<file path="config.mk">
export PLATFORM = sky130hd
export DESIGN_NAME = nibble_frame_packer_flat
export DESIGN_NICKNAME = d
export VERILOG_FILES = /design/src/rtl/nibble_frame_packer_pkg.sv /design/src/rtl/nibble_frame_packer_if.sv /design/src/rtl/nibble_frame_packer_demux_dec256.sv /design/src/rtl/nibble_frame_packer.sv /design/src/flat_wrapper.sv
export SDC_FILE = /design/constraint.sdc
export NUM_CORES = 1
export LEC_CHECK = 0
export ABC_AREA = 1
export BUFFER_PORTS_ARGS = -buffer_cell sky130_fd_sc_hd__clkbuf_2
export CELL_PAD_IN_SITES_DETAIL_PLACEMENT = 0
export CELL_PAD_IN_SITES_GLOBAL_PLACEMENT = 1
export CORE_AREA = 3 3 410 412
export CTS_CLUSTER_DIAMETER = 200
export CTS_CLUSTER_SIZE = 20
export DETAILED_ROUTE_END_ITERATION = 10
export DIE_AREA = 0 0 413 415
export PLACE_DENSITY_LB_ADDON = 0.1
export SYNTH_ARGS = -nofsm -noshare
export SYNTH_HDL_FRONTEND = slang
export SYNTH_SLANG_ARGS = --single-unit
</file>
<file path="constraint.sdc">
create_clock -name clk -period 3 [get_ports clk]
set_input_delay 0.6 -clock clk [delete_from_list [all_inputs] [get_ports clk]]
set_output_delay 0.6 -clock clk [all_outputs]
set_load 0.01 [all_outputs]
</file>
<file path="src/rtl/nibble_frame_packer_pkg.sv">
`default_nettype none
// ============================================================================
// Module      : nibble_pack_pkg
// Description : Shared constants and types for the nibble frame packer.
//               Holds the word/frame geometry, the FILL/HOLD state encoding
//               and the word-count type wide enough to represent a full frame.
// Revision    : 1.0 - initial release
// ============================================================================
package nibble_pack_pkg;

   localparam int WORD_W    = 4;
   localparam int NUM_WORDS = 256;
   localparam int SEL_W     = $clog2(NUM_WORDS);
   localparam int FRAME_W   = NUM_WORDS * WORD_W;

   // FILL collects words; HOLD presents a committed frame downstream.
   typedef enum logic [0:0] {
      FILL = 1'b0,
      HOLD = 1'b1
   } state_t;

   // One bit wider than the index so that a full frame (NUM_WORDS) fits.
   typedef logic [SEL_W:0] count_t;

endpackage
`default_nettype wire

</file>
<file path="src/rtl/nibble_frame_packer_if.sv">
`default_nettype none
// ============================================================================
// Module      : nibble_frame_packer_if
// Description : Word-input and frame-output handshakes of the packer.
//   in_valid / in_ready / in_data : 4-bit word stream into the packer
//   flush                         : commit the current partial frame
//   out_valid / out_ready         : frame handshake towards consumers
//   out_data / out_count          : frame bits and number of valid words
//   wr_ptr                        : slot the next accepted word goes to
//   Modport slave is the packer side, master is the source/sink side.
// Revision    : 1.0 - initial release
// ============================================================================
interface nibble_frame_packer_if;
   import nibble_pack_pkg::*;

   logic               in_valid;
   logic               in_ready;
   logic [WORD_W-1:0]  in_data;
   logic               flush;
   logic               out_valid;
   logic               out_ready;
   logic [FRAME_W-1:0] out_data;
   count_t             out_count;
   logic [SEL_W-1:0]   wr_ptr;

   modport slave (
      input  in_valid, in_data, flush, out_ready,
      output in_ready, out_valid, out_data, out_count, wr_ptr
   );

   modport master (
      output in_valid, in_data, flush, out_ready,
      input  in_ready, out_valid, out_data, out_count, wr_ptr
   );

endinterface
`default_nettype wire

</file>
<file path="src/rtl/nibble_frame_packer_demux_dec256.sv">
`default_nettype none
// ============================================================================
// Module      : demux_dec256
// Description : SEL_W-to-NUM_WORDS one-hot write-enable decoder, gated by en.
//   sel : slot index being written
//   en  : a word is accepted this cycle
//   we  : one-hot slice write enables (all zero when en is low)
// Revision    : 1.0 - initial release
// ============================================================================
module demux_dec256
   import nibble_pack_pkg::*;
(
   input  logic [SEL_W-1:0]     sel,
   input  logic                 en,
   output logic [NUM_WORDS-1:0] we
);

   always_comb begin
      we      = '0;
      we[sel] = en;
   end

endmodule
`default_nettype wire

</file>
<file path="src/rtl/nibble_frame_packer.sv">
`default_nettype none
// ============================================================================
// Module      : nibble_frame_packer
// Description : Packs a stream of 4-bit words into a 1024-bit frame, word k at
//               bits [4k+3:4k], and hands the full or flushed frame downstream.
//   clk   : rising-edge clock
//   rst_n : asynchronous active-low reset
//   bus   : word input / frame output handshakes (slave modport)
// Revision    : 1.0 - initial release
// ============================================================================
module nibble_frame_packer
   import nibble_pack_pkg::*;
(
   input  logic                 clk,
   input  logic                 rst_n,
   nibble_frame_packer_if.slave bus
);

   state_t             state_q, state_d;
   logic [SEL_W-1:0]   wr_ptr_q, wr_ptr_d;
   count_t             count_q, count_d;
   logic [FRAME_W-1:0] frame_q, frame_d;

   logic               accept;
   logic               release_frame;
   count_t             words_held;
   logic [NUM_WORDS-1:0] slice_we;

   // Handshake outputs depend on state only; no bypass from HOLD to FILL.
   assign accept        = (state_q == FILL) && bus.in_valid;
   assign release_frame = (state_q == HOLD) && bus.out_ready;
   // Includes a word accepted in the same cycle as a flush.
   assign words_held    = count_t'(wr_ptr_q) + count_t'(accept);

   always_comb begin
      state_d  = state_q;
      wr_ptr_d = wr_ptr_q;
      count_d  = count_q;
      case (state_q)
         FILL: begin
            if (accept) begin
               // Wraps to 0 naturally on the last slot.
               wr_ptr_d = wr_ptr_q + SEL_W'(1);
            end
            if (accept && (wr_ptr_q == SEL_W'(NUM_WORDS - 1))) begin
               state_d = HOLD;
               count_d = count_t'(NUM_WORDS);
            end else if (bus.flush && (words_held != '0)) begin
               state_d = HOLD;
               count_d = words_held;
            end
         end
         HOLD: begin
            if (bus.out_ready) begin
               state_d  = FILL;
               wr_ptr_d = '0;
               count_d  = '0;
            end
         end
         default: begin
            state_d = FILL;
         end
      endcase
   end

   demux_dec256 u_dec (
      .sel (wr_ptr_q),
      .en  (accept),
      .we  (slice_we)
   );

   // Each slice loads on its own enable; all slices clear when the frame is
   // released so that a later partial frame reads zero in unwritten slots.
   generate
      for (genvar k = 0; k < NUM_WORDS; k++) begin : g_slice
         assign frame_d[k*WORD_W +: WORD_W] =
            release_frame ? '0 :
            slice_we[k]   ? bus.in_data :
                            frame_q[k*WORD_W +: WORD_W];
      end
   endgenerate

   always_ff @(posedge clk or negedge rst_n) begin
      if (!rst_n) begin
         state_q  <= FILL;
         wr_ptr_q <= '0;
         count_q  <= '0;
         frame_q  <= '0;
      end else begin
         state_q  <= state_d;
         wr_ptr_q <= wr_ptr_d;
         count_q  <= count_d;
         frame_q  <= frame_d;
      end
   end

   assign bus.in_ready  = (state_q == FILL);
   assign bus.out_valid = (state_q == HOLD);
   assign bus.out_data  = frame_q;
   assign bus.out_count = count_q;
   assign bus.wr_ptr    = wr_ptr_q;

endmodule
`default_nettype wire

</file>
<file path="src/flat_wrapper.sv">
// flat-port wrapper written by rule: the top's interface ports become plain ports
module nibble_frame_packer_flat import nibble_pack_pkg::*;
  (clk, rst_n, bus_in_valid, bus_in_data, bus_flush, bus_out_ready, bus_in_ready, bus_out_valid, bus_out_data, bus_out_count, bus_wr_ptr);
  nibble_frame_packer_if bus_i ();
  input  logic clk;
  input  logic rst_n;
  input wire logic [$bits(bus_i.in_valid)-1:0] bus_in_valid;
  input wire logic [$bits(bus_i.in_data)-1:0] bus_in_data;
  input wire logic [$bits(bus_i.flush)-1:0] bus_flush;
  input wire logic [$bits(bus_i.out_ready)-1:0] bus_out_ready;
  output wire logic [$bits(bus_i.in_ready)-1:0] bus_in_ready;
  output wire logic [$bits(bus_i.out_valid)-1:0] bus_out_valid;
  output wire logic [$bits(bus_i.out_data)-1:0] bus_out_data;
  output wire logic [$bits(bus_i.out_count)-1:0] bus_out_count;
  output wire logic [$bits(bus_i.wr_ptr)-1:0] bus_wr_ptr;
  assign bus_i.in_valid = bus_in_valid;
  assign bus_i.in_data = bus_in_data;
  assign bus_i.flush = bus_flush;
  assign bus_i.out_ready = bus_out_ready;
  assign bus_in_ready = bus_i.in_ready;
  assign bus_out_valid = bus_i.out_valid;
  assign bus_out_data = bus_i.out_data;
  assign bus_out_count = bus_i.out_count;
  assign bus_wr_ptr = bus_i.wr_ptr;
  nibble_frame_packer u_core (.clk(clk), .rst_n(rst_n), .bus(bus_i));
endmodule
</file>
==> qor.txt <==
Worst Setup Start Kind: flip-flop
grt peak-use layer: met2
final wirelength: 192000 um
TritonCTS Buffers: 58
GRT met2 Usage: 36.9%
main flop type after synthesis: dfrtp_1
layout cell share with drive strength beyond 1: 29.2%
worst vdd ir: 0.496 mV
1st-iter DRT viols: 2315
Hold Path Depth: 2
Final Hold Viols: 0
Synth cell types: 28
Period Utilization, post-route: 92.9%
worst setup margin: 0.214 ns
Mapped Nets: 3796
root buffer cell: clkbuf_16
Leakage: 24.5 nW
Hold Slack: 0.138 ns
Power Internal: 31.1 mW
Clock transition at path regs: 0.11 ns
sequential share of power: 42.7%
TritonRoute pass-1 iters: 7
CP endpoint kind: flip-flop
Pwr Density: 1120 nW/um^2
Tot GR Track Use: 21.7%
Combinational Power Share: 41.7%
area of the mapped netlist: 38600 um^2
nets: 4927
maximum clock insertion buffer count: 3
clock share of power: 15.7%
final instance area: 49600 um^2
Req. time, crit path: 3.57 ns
GRT overflow: 0
Place WS: 0.127 ns
CTS resizes: 0
reg2reg path depth: 10
CTS Sinks: 1042
DR WL/cell: 27.0 um
Hold Crit Class: in -> reg
vias in the first global route: 31400
Antenna Nets Post-Route: 0
synthesis-to-finish area growth: 28.7%
Slew headroom: 39.3%
Post-DP HPWL: 144000 um
first-pass GRT wire length: 267000 um
H-tree depth: 2
Layout fillers: 17700
switching share of power: 43.9%
Clock Latency Late Sink: 0.70 ns
Setup TNS Final: 0 ns
WS Path Type: reg -> reg
largest net degree at the start of global routing: 113
status: completed
flop and latch count out of synthesis: 1042
f_max: 359 MHz
routing usage on met3: 6.37%
synth top area cells: dfrtp_1 68%, o21ai_0 13%, nand2_1 11%, a21oi_1 2.2%, clkbuf_1 1.1%
top cells by count, synth: 1089 x nand2_1, 1042 x dfrtp_1, 1004 x o21ai_0, 170 x a21oi_1, 116 x clkbuf_1
Post-Synthesis Cells: 3781
Initial Utilization: 23.4%
dpl cell area: 48100 um^2
Die X: 413 um
GPL Wtd Cong: 0.788
Psw: 24.3 mW
leading area contributor after synthesis: dfrtp_1
via count: 31700
max_cap viols: 0
CORE AREA: 165000 um^2
most numerous cell in the Yosys netlist: nand2_1
IO Count: 1052
Layout Skew: 0.0365 ns
Tightest Pin Transition: 0.911 ns
initial antenna violation count: 2
Critical Path Fanout Max: 8
die height: 415 um
dpl cells: 7040
post-synth top area share: 67.6%
post-synthesis sequential area ratio: 67.6%
CTS tree: done
total power draw: 55.5 mW
met1 Track Usage GR: 27.6%
final worst path period need: 2.79 ns
Syn. warnings: 0
asr flop ratio synth: 100%
CP Data Arrival Time: 3.35 ns
Final Util: 30.1%
DRC: 0
Slew Viols, Final: 0
vias per inst: 4.46
RSZ-0062 raised after global routing: no
syn avg cell area: 10.2 um^2
Post-synth EDFFs: 0
IO Port Bufs: 1051
Die ar.: 171000 um^2
num rows: 149
Final Non-Filler Cells: 7106
endpoints failing setup: 0
## state kept, by name, summed over array words and instances, names as in the netlist
register / cells
u_core.bus.out_data: 1024
u_core.bus.out_count: 9
u_core.bus.wr_ptr: 8
u_core.bus.out_valid: 1
## worst max-delay path, stage by stage, from the launching register on
cell and delay, ns:
dfrtp_1 0.46, inv_1 0.14, ha_1 0.16, inv_1 0.15
nor2_1 0.52, nand2_1 0.20, inv_2 0.41, buf_12 0.22
a21oi_2 0.18, nand2_1 0.09, o21ai_0 0.08
## metal layers
layer  vias up  share of wire [%]
met1     15900                 42
met3       135                7.6
met5         -                  0
li1      14800                  -
met4         0                1.9
met2       842                 48
## final cells by class
class	instances	area, um^2	share of cell area (%)
flip-flops and latches	1042	26100	52.5
multi-input cells	2478	11500	23.2
repair buffers	1251	7440	15.0
well taps	2189	2740	5.52
clock buffers	61	1530	3.08
inverters	81	312	0.628
clock inverters	1	20.0	0.0403
diodes	3	7.51	0.0151
## layout by cell type, fill, tap and decap left out
cell type	n
nand2_1	1085
nand3_1	53
nor2_4	10
mux2_2	12
xor2_1	1
o21ai_2	3
clkinv_1	1
nand4_1	2
dlygate4sd3_1	1
ha_1	6
o22ai_1	2
o21ai_0	1004
buf_8	1
or2_2	1
clkbuf_2	1050
nand2_2	4
nor2_2	9
buf_4	146
nor2_1	33
o21ai_1	22
a21oi_2	49
nor3_4	6
inv_8	1
a21oi_4	1
a21oi_1	169
buf_12	53
o221a_2	1
inv_1	58
clkbuf_16	61
diode_2	3
inv_2	21
inv_16	1
dfrtp_1	1042
nand2_4	5
## worst paths after layout
kind / endpoint / slack [ns] / start
setup / recovery: u_core.bus.out_data[611]$_DFFE_PN0P_ / 0.21 / u_core.bus.wr_ptr[0]$_DFFE_PN0P_
hold / removal: u_core.bus.out_valid$_DFF_PN0_ / 0.14 / bus_out_ready
setup reg to reg: u_core.bus.out_data[611]$_DFFE_PN0P_ / 0.21 / u_core.bus.wr_ptr[0]$_DFFE_PN0P_
hold reg to reg: u_core.bus.out_data[523]$_DFFE_PN0P_ / 0.49 / u_core.bus.out_data[523]$_DFFE_PN0P_
max in group asynchronous: u_core.bus.out_data[981]$_DFFE_PN0P_ / 1.34 / rst_n
min in group asynchronous: u_core.bus.out_data[852]$_DFFE_PN0P_ / 0.51 / rst_n
## cell families (layout without fill, tap and decap cells)
family | after synthesis | in the layout | synth area share (%)
buf+inv | 261 | 1394 | 2.78
simple gates | 1208 | 1208 | 12.3
compound gates | 1251 | 1251 | 16.8
fa+ha+maj | 6 | 6 | 0.195
xor+xnor | 1 | 1 | 0.0227
mux | 12 | 12 | 0.350
flops | 1042 | 1042 | 67.6
other cells | 0 | 3 | 0
## power groups by stage
stage	combinational, mW	clock [mW]	sequential (mW)
after floorplan	7.04	0	26.1
after global placement	23.7	0	23.8
after detailed placement	23.8	0	23.9
after CTS	23.8	9.12	23.7
after global routing	25.5	9.53	24.4
final	23.1	8.69	23.7
## repair_timing
item                                   CTS  global route
endpoints found under the hold margin   24             0
setup endpoints to repair                0             0
hold buffers                             1             0
setup buffers                            0             0
Note: power is estimated with default switching activity, not from simulation.
